### src/rtl/pattern_count_ctrl.sv
`default_nettype none
// ============================================================================
// Module   : pattern_count_ctrl
// Summary  : Fetches an 8-byte string from data memory and counts 4-bit
//            pattern matches, both within single bytes and across the string.
// Revision : 1.0 - initial release
// ============================================================================
module pattern_count_ctrl (
  input  logic       clk,
  input  logic       rst_n,
  input  logic       start,
  input  logic [3:0] pat,
  input  logic [7:0] base_addr,
  output logic       mem_rd,
  output logic [7:0] mem_addr,
  input  logic [7:0] mem_rdata,
  output logic       busy,
  output logic       done,
  output logic [7:0] ctb,
  output logic [7:0] cts
);

  typedef enum logic [1:0] {
    S_IDLE  = 2'd0,
    S_FETCH = 2'd1,
    S_SCAN  = 2'd2,
    S_DONE  = 2'd3
  } state_t;

  localparam logic [5:0] c_FETCH_LAST = 6'd8;
  localparam logic [5:0] c_SCAN_LAST  = 6'd60;
  localparam logic [5:0] c_CTS_LAST   = 6'd58;

  state_t      r_state;
  logic [5:0]  r_cnt;
  logic [3:0]  r_pat;
  logic [7:0]  r_base;
  logic [63:0] r_str;
  logic [7:0]  r_acc_b;
  logic [7:0]  r_acc_s;
  logic        r_mem_rd;
  logic [7:0]  r_mem_addr;
  logic        r_busy;
  logic        r_done;
  logic [7:0]  r_ctb;
  logic [7:0]  r_cts;

  logic [3:0]  w_win;
  logic        w_hit;
  logic        w_inc_b;
  logic        w_inc_s;
  logic [7:0]  w_next_addr;

  assign w_win       = r_str[r_cnt +: 4];
  assign w_hit       = (w_win == r_pat);
  assign w_inc_b     = w_hit && (r_cnt[2:0] <= 3'd4);
  assign w_inc_s     = w_hit && (r_cnt <= c_CTS_LAST);
  assign w_next_addr = r_base + {2'b00, r_cnt} + 8'd1;

  always_ff @(posedge clk or negedge rst_n) begin
    if (!rst_n) begin
      r_state    <= S_IDLE;
      r_cnt      <= '0;
      r_pat      <= '0;
      r_base     <= '0;
      r_str      <= '0;
      r_acc_b    <= '0;
      r_acc_s    <= '0;
      r_mem_rd   <= 1'b0;
      r_mem_addr <= '0;
      r_busy     <= 1'b0;
      r_done     <= 1'b0;
      r_ctb      <= '0;
      r_cts      <= '0;
    end else begin
      case (r_state)
        S_IDLE: begin
          if (start) begin
            r_state    <= S_FETCH;
            r_cnt      <= '0;
            r_pat      <= pat;
            r_base     <= base_addr;
            r_str      <= '0;
            r_acc_b    <= '0;
            r_acc_s    <= '0;
            r_mem_rd   <= 1'b1;
            r_mem_addr <= base_addr;
            r_busy     <= 1'b1;
          end
        end

        S_FETCH: begin
          // Read data trails the strobe by one cycle, so bytes land in cycles 1..8.
          if (r_cnt != 6'd0) begin
            r_str <= {r_str[55:0], mem_rdata};
          end
          if (r_cnt < 6'd7) begin
            r_mem_addr <= w_next_addr;
          end else begin
            r_mem_rd   <= 1'b0;
            r_mem_addr <= '0;
          end
          if (r_cnt == c_FETCH_LAST) begin
            r_state <= S_SCAN;
            r_cnt   <= '0;
          end else begin
            r_cnt <= r_cnt + 6'd1;
          end
        end

        S_SCAN: begin
          r_acc_b <= r_acc_b + {7'd0, w_inc_b};
          r_acc_s <= r_acc_s + {7'd0, w_inc_s};
          if (r_cnt == c_SCAN_LAST) begin
            // Fold in the final window's contribution on the way out.
            r_ctb   <= r_acc_b + {7'd0, w_inc_b};
            r_cts   <= r_acc_s + {7'd0, w_inc_s};
            r_done  <= 1'b1;
            r_state <= S_DONE;
            r_cnt   <= '0;
          end else begin
            r_cnt <= r_cnt + 6'd1;
          end
        end

        S_DONE: begin
          r_done  <= 1'b0;
          r_busy  <= 1'b0;
          r_state <= S_IDLE;
        end

        default: begin
          r_state <= S_IDLE;
        end
      endcase
    end
  end

  assign mem_rd   = r_mem_rd;
  assign mem_addr = r_mem_addr;
  assign busy     = r_busy;
  assign done     = r_done;
  assign ctb      = r_ctb;
  assign cts      = r_cts;

endmodule
`default_nettype wire

### config.mk
export PLATFORM = sky130hd
export DESIGN_NAME = pattern_count_ctrl
export DESIGN_NICKNAME = d
export VERILOG_FILES = /design/src/rtl/pattern_count_ctrl.sv
export SDC_FILE = /design/constraint.sdc
export NUM_CORES = 1
export LEC_CHECK = 0
export CORE_AREA = 2 2 125 151
export DETAILED_ROUTE_END_ITERATION = 8
export DIE_AREA = 0 0 127 153
export PLACE_DENSITY = 0.66
export SLEW_MARGIN = 20
export SYNTH_ARGS = -nofsm -noshare
export SYNTH_HDL_FRONTEND = slang
export SYNTH_SLANG_ARGS = --single-unit
### constraint.sdc
create_clock -name clk -period 5.8 [get_ports clk]
set_clock_uncertainty 0.05 [all_clocks]
set_input_delay 1.16 -clock clk [delete_from_list [all_inputs] [get_ports clk]]
set_output_delay 1.16 -clock clk [all_outputs]
set_load 0.02 [all_outputs]
## Word-level counts from Yosys, hierarchy flattened

Cells that the tools add are included.
Widths: inputs -> output; s select.

- $add $sub $neg: 5
- Order comparisons: 3
- Eq/ne operators: 11
- Shift operators: 1
- Mux-type cells: 23
- Reduce and logical (&&, ||, !) cells: 19

Operators by type and width:

| operator | count |
|---|---|
| $mux 64 | 2 |
| $pmux 64 s2 | 1 |
| $shiftx 64x7->4 | 1 |
| $pmux 8 s2 | 3 |
| $mux 8 | 3 |
| $mux 6 | 3 |
| $pmux 6 s3 | 1 |
| $add 8x1->8 | 2 |
| $reduce_and 2->1 | 7 |
| $ne 2x2->1 const B | 5 |
| $reduce_and 3->1 | 3 |
| $add 8x1->8 const B | 1 |
| $add 8x6->8 | 1 |
| $pmux 2 s4 | 1 |
| $reduce_bool 2->1 | 4 |
| $add 6x1->6 const B | 1 |
| $eq 6x4->1 const B | 1 |
| $eq 6x6->1 const B | 1 |
| $le 6x6->1 const B | 1 |
| $lt 6x3->1 const B | 1 |
| $mux 2 | 3 |
| $pmux 1 s2 | 3 |
| $reduce_bool 6->1 | 1 |
| $eq 2x2->1 const B | 2 |
| other kinds (7) | 10 |

- Register bits: 127
- Bits of input ports: 23
- Output and inout bits: 27
- Logic and storage cells: 75

## Longest topological paths before layout

- Depth after elaboration: 5
- Mapped depth: 19
- Gate-level depth less buffers: 14

## Least setup slack after synthesis

OpenSTA, ideal clock, no wires.

- Path kind: reg2reg
- From: register r_cnt[0]
- To: register r_acc_s[6]
- Data arrival time: 3.506 ns
- Required time: 5.621 ns
- Setup slack: 2.115 ns
- Stages on the path, launching flop included: 18
- Path buffers: 3
- Period minus slack after synthesis: 3.685 ns
- Cells stage by stage: dfrtp_1 -> buf_6 -> buf_12 -> buf_6 -> inv_1 -> mux4_2 -> o2bb2ai_1 -> nor4_2 -> mux2i_1 -> o2111ai_1 -> nor3_1 -> ha_1 -> ha_1 -> and3_1 -> and3_1 -> nor2_1 -> o21ai_0 -> o21ai_0

- Cells in the longest elaborated chain, start to end: 5

RTL lines:

| element | line | RTL |
|---|---|---|
| from (decl) | 35 | `logic [5:0] r_cnt;` |
| from (signal assigned) | 107 | `r_cnt <= r_cnt + 6'd1;` |
| from (signal assigned) | 122 | `r_cnt <= r_cnt + 6'd1;` |
| $shiftx 64x7->4 | 54 | `assign w_win = r_str[r_cnt +: 4];` |
| $eq 4x4->1 | 55 | `assign w_hit = (w_win == r_pat);` |
| $logic_and 1x1->1 * | 57 | `assign w_inc_s = w_hit && (r_cnt <= c_CTS_LAST);` |
| $add 8x1->8 * | 113 | `r_acc_s <= r_acc_s + {7'd0, w_inc_s};` |
| $pmux 8 s2 * | 76 | `case (r_state)` |
| to (signal assigned) | 113 |  |
| to (decl) | 40 | `logic [7:0] r_acc_s;` |

Mark *: on every way between the ends. The rest lies on a longest branch, timed or not.
A chain may end at the register's enable or synchronous reset.

## Worst setup path after layout

- From: register r_cnt[0]
- To: register r_acc_b[6]

- Cells in the longest elaborated chain, start to end: 5

RTL lines:

| element | line | RTL |
|---|---|---|
| $shiftx 64x7->4 | 54 |  |
| $eq 4x4->1 | 55 |  |
| $logic_and 1x1->1 * | 56 | `assign w_inc_b = w_hit && (r_cnt[2:0] <= 3'd4);` |
| $add 8x1->8 * | 112 | `r_acc_b <= r_acc_b + {7'd0, w_inc_b};` |
| $pmux 8 s2 * | 76 |  |
| to (signal assigned) | 112 |  |
| to (decl) | 39 | `logic [7:0] r_acc_b;` |

Marked as above.

==> impl_metrics.tcl <==
set metrics [dict create \
    critical_path_class "register to register" \
    placementRows 54 \
    cts_tree "yes" \
    endpoint "r_acc_b[6]" \
    antenna_cells 0 \
    cts_inserted_buffers 17 \
    netlist_top_cells_count "185 x nand2_1, 127 x dfrtp_1, 120 x o21ai_0, 40 x mux2i_1, 38 x clkbuf_1" \
    drive_above_1_share 0.133 \
    status "complete, no violations" \
    path_depth 15 \
    async_reset_ff_frac 1.00 \
    placement.io_buffers 49 \
    grt_start_max_net_pins 129 \
    final_cell_area_um2 9180 \
    netlist.area_leader.share 0.399 \
    maxSlewHeadroom 0.332 \
    ir_drop_mv 0.264 \
    finalWirelength_um 20100 \
    power_density_nw_per_um2 411 \
    dpl_cell_area_um2 8550 \
    grt-ovfl-total 0 \
    place_congestion 0.929 \
    synth-compound-area-share 0.165 \
    synth_flop_cell "dfrtp_1" \
    yosys.area_share.adder 0.0276 \
    synth.largest_area_cell "dfrtp_1" \
    yosysWarnings 0 \
    synth_area_um2 7970 \
    viasPerCell 5.92 \
    drc 0 \
    post_cts_resized 0 \
    timing.rr.end "r_acc_b[6]" \
    chipHeight_um 153 \
    worstHoldPathCells 2 \
    tns_ns 0 \
    ff2ff_setup_slack_ns 1.19 \
    area_delta_synth_final_pct 15.2 \
    min_path_type "register to register" \
    root_buffer "clkbuf_16" \
    htreeDepth 4 \
    start_util 0.443 \
    ios 50 \
    cpLargestDelayFamily "compound AO/OA/AOI/OAI gates" \
    maxCapViolCount 0 \
    cp_data_arrival_time_ns 4.87 \
    clkTransAtPathRegs_ns 0.06 \
    r2r_cells 15 \
    synth.most_common_cell "nand2_1" \
    hold_viol 0 \
    fmax_mhz 217 \
    synth_top_family_by_area "multiplexers" \
    ys_seq_elements 127 \
    nets 906 \
    synth_xor_area_frac 0.0187 \
    ant_nets 0 \
    ys_types 69 \
    worstPathCellList "buf_4 -> mux4_2 -> a221oi_2 -> o22ai_1 -> a221oi_2 -> a221oi_1 -> a221o_1 -> nor3_1 -> ha_1 -> ha_1 -> and3_1 -> and3_1 -> nor2_1 -> o21ai_0 -> o21ai_0" \
    worst_slew_pin_slew_ns 0.999 \
    dr_total_vias 6533 \
    clock_latency_ns 0.43 \
    min_period_over_period 0.796 \
    cp_num_buf_inv 1 \
    r2r-start "r_cnt[0]" \
    coreArea_um2 18000 \
    synthTopCellsByArea "dfrtp_1 40%, nand2_1 8.7%, o21ai_0 7.5%, mux4_2 7.3%, mux2i_1 5.0%" \
    cp.required_ns 6.06 \
    synth_edf_count 0 \
    grtUsageTotal 0.216 \
    start_kind "register" \
    die_w_um 127 \
    grt_first_pass_wirelength_um 33500 \
    setup_viol 0 \
    cp_max_fo 30 \
    synth_nets 885 \
    period_needed_ns 4.61 \
    critPathMaxStageDelay_ns 0.74 \
    post_synth_mux_area_share 0.183 \
    hpwlAfterDp_um 13500 \
    power_leakage_nw 3.62 \
    cts.sinks 127 \
    drtPass1Iterations 5 \
    hold_buffers 0 \
    end_kind "register" \
    post_cts_buffers 0 \
    setup.worst_path.start "r_cnt[0]" \
    drv_slew 0 \
    grt_pass1_vias 6338 \
    crit_slowest_cell "dfrtp_4" \
    clockBufferDepth 2 \
    drtIter0Drc 609 \
    die_area_um2 19400 \
    yosysSeqAreaShare 0.399 \
    wl_per_cell_um 18.2 \
    rsz0062_at_grt "no" \
    synthSimpleGateAreaFrac 0.162 \
    avgSynthCellArea_um2 9.43 \
    antenna_found_initial 0 \
    synth_cells 845 \
]
-- power by group --
part / switching [mW] / leakage, nW / total [mW] / internal, mW
logic: 0.814 / 1.62 / 1.38 / 0.569
registers: 0.223 / 1.70 / 1.26 / 1.03
clock network: 0.393 / 0.299 / 1.13 / 0.737
-- area by class of cell --
cell class / instances / area (µm²)
clock inverter: 11 / 163
inverter: 16 / 60.1
tap: 224 / 280
fill: 1680 / 8790
sequential: 127 / 3180
timing repair buffer: 61 / 578
multi-input combinational: 643 / 4450
clock buffer: 21 / 460
-- layout by cell type (no fill, tap or decap), types with 5 or more instances in the layout --
cell / n
a221oi_1: 6
a21oi_1: 9
xnor2_1: 12
o21ai_0: 120
nand3_1: 10
o22ai_1: 12
mux2i_1: 40
xor2_1: 5
nor2_1: 35
buf_4: 13
a22oi_1: 8
and2_1: 6
nand3b_1: 5
clkbuf_16: 17
nand2b_1: 7
nand2_1: 184
and3_1: 10
nor2b_1: 11
mux2_2: 34
a31oi_1: 7
mux4_2: 26
nor3_1: 6
a22o_1: 7
inv_1: 14
ha_1: 15
clkdlybuf4s50_1: 48
dfrtp_1: 125
-- metrics by stage --
step / worst slack (ns) / cells / hold slack [ns] / utilization / power (mW)
2_1_floorplan: 2.12 / 845 / 0.415 / - / 2.29
3_3_place_gp: 1.35 / 1071 / 0.411 / 0.476 / 2.63
3_5_place_dp: 1.27 / 1071 / 0.420 / 0.476 / 2.65
4_1_cts: 1.25 / 1103 / 0.432 / 0.510 / 3.79
5_1_grt: 0.920 / 1103 / 0.458 / 0.511 / 4.02
6_report: 1.19 / 1103 / 0.426 / 0.511 / 3.77
-- state kept, by name, indices dropped and copies added, names as in the netlist, 2 cells and up --
| register | cells |
|---|---|
| r_base | 8 |
| mem_addr | 8 |
| r_state | 2 |
| ctb | 8 |
| cts | 8 |
| r_acc_b | 8 |
| r_cnt | 6 |
| r_acc_s | 8 |
| r_pat | 4 |
| r_str | 64 |
-- per-layer routing --
metal  vias to the layer above  GRT usage  wire length [µm]
met4                         0     0.0968               625
li1                       3093          -                 -
met1                      3220      0.272              8520
met3                        46     0.0459               855
met2                       174      0.358             10100
met5                         -          0                 0
-- how the worst min path moves through the flow --
stage | start | end | slack (ns)
2_1_floorplan | r_str[60] | r_str[60] | 0.42
3_3_place_gp | cts[7] | cts[7] | 0.41
3_5_place_dp | ctb[7] | ctb[7] | 0.42
4_1_cts | cts[2] | cts[2] | 0.43
5_1_grt | mem_addr[4] | mem_addr[4] | 0.46
6_report | cts[2] | cts[2] | 0.43
-- worst reg2reg max path, cell delays in order (launching register included) --
cell      delay (ns)
dfrtp_4         0.74
buf_4           0.50
mux4_2          0.58
a221oi_2        0.22
o22ai_1         0.15
a221oi_2        0.27
a221oi_1        0.11
a221o_1         0.29
nor3_1          0.37
ha_1            0.25
ha_1            0.22
and3_1          0.24
and3_1          0.23
nor2_1          0.05
o21ai_0         0.14
o21ai_0         0.09
-- kinds of logic after synthesis --
kind of cell	Yosys count
muxes	104
xor gates and xnor gates	17
AOI/OAI and AO/OA	211
and+or+nand+nor	294
buffers and inverters	75
adders and majority gates	17
DFF	127
Power figures use the tool's default switching activity.
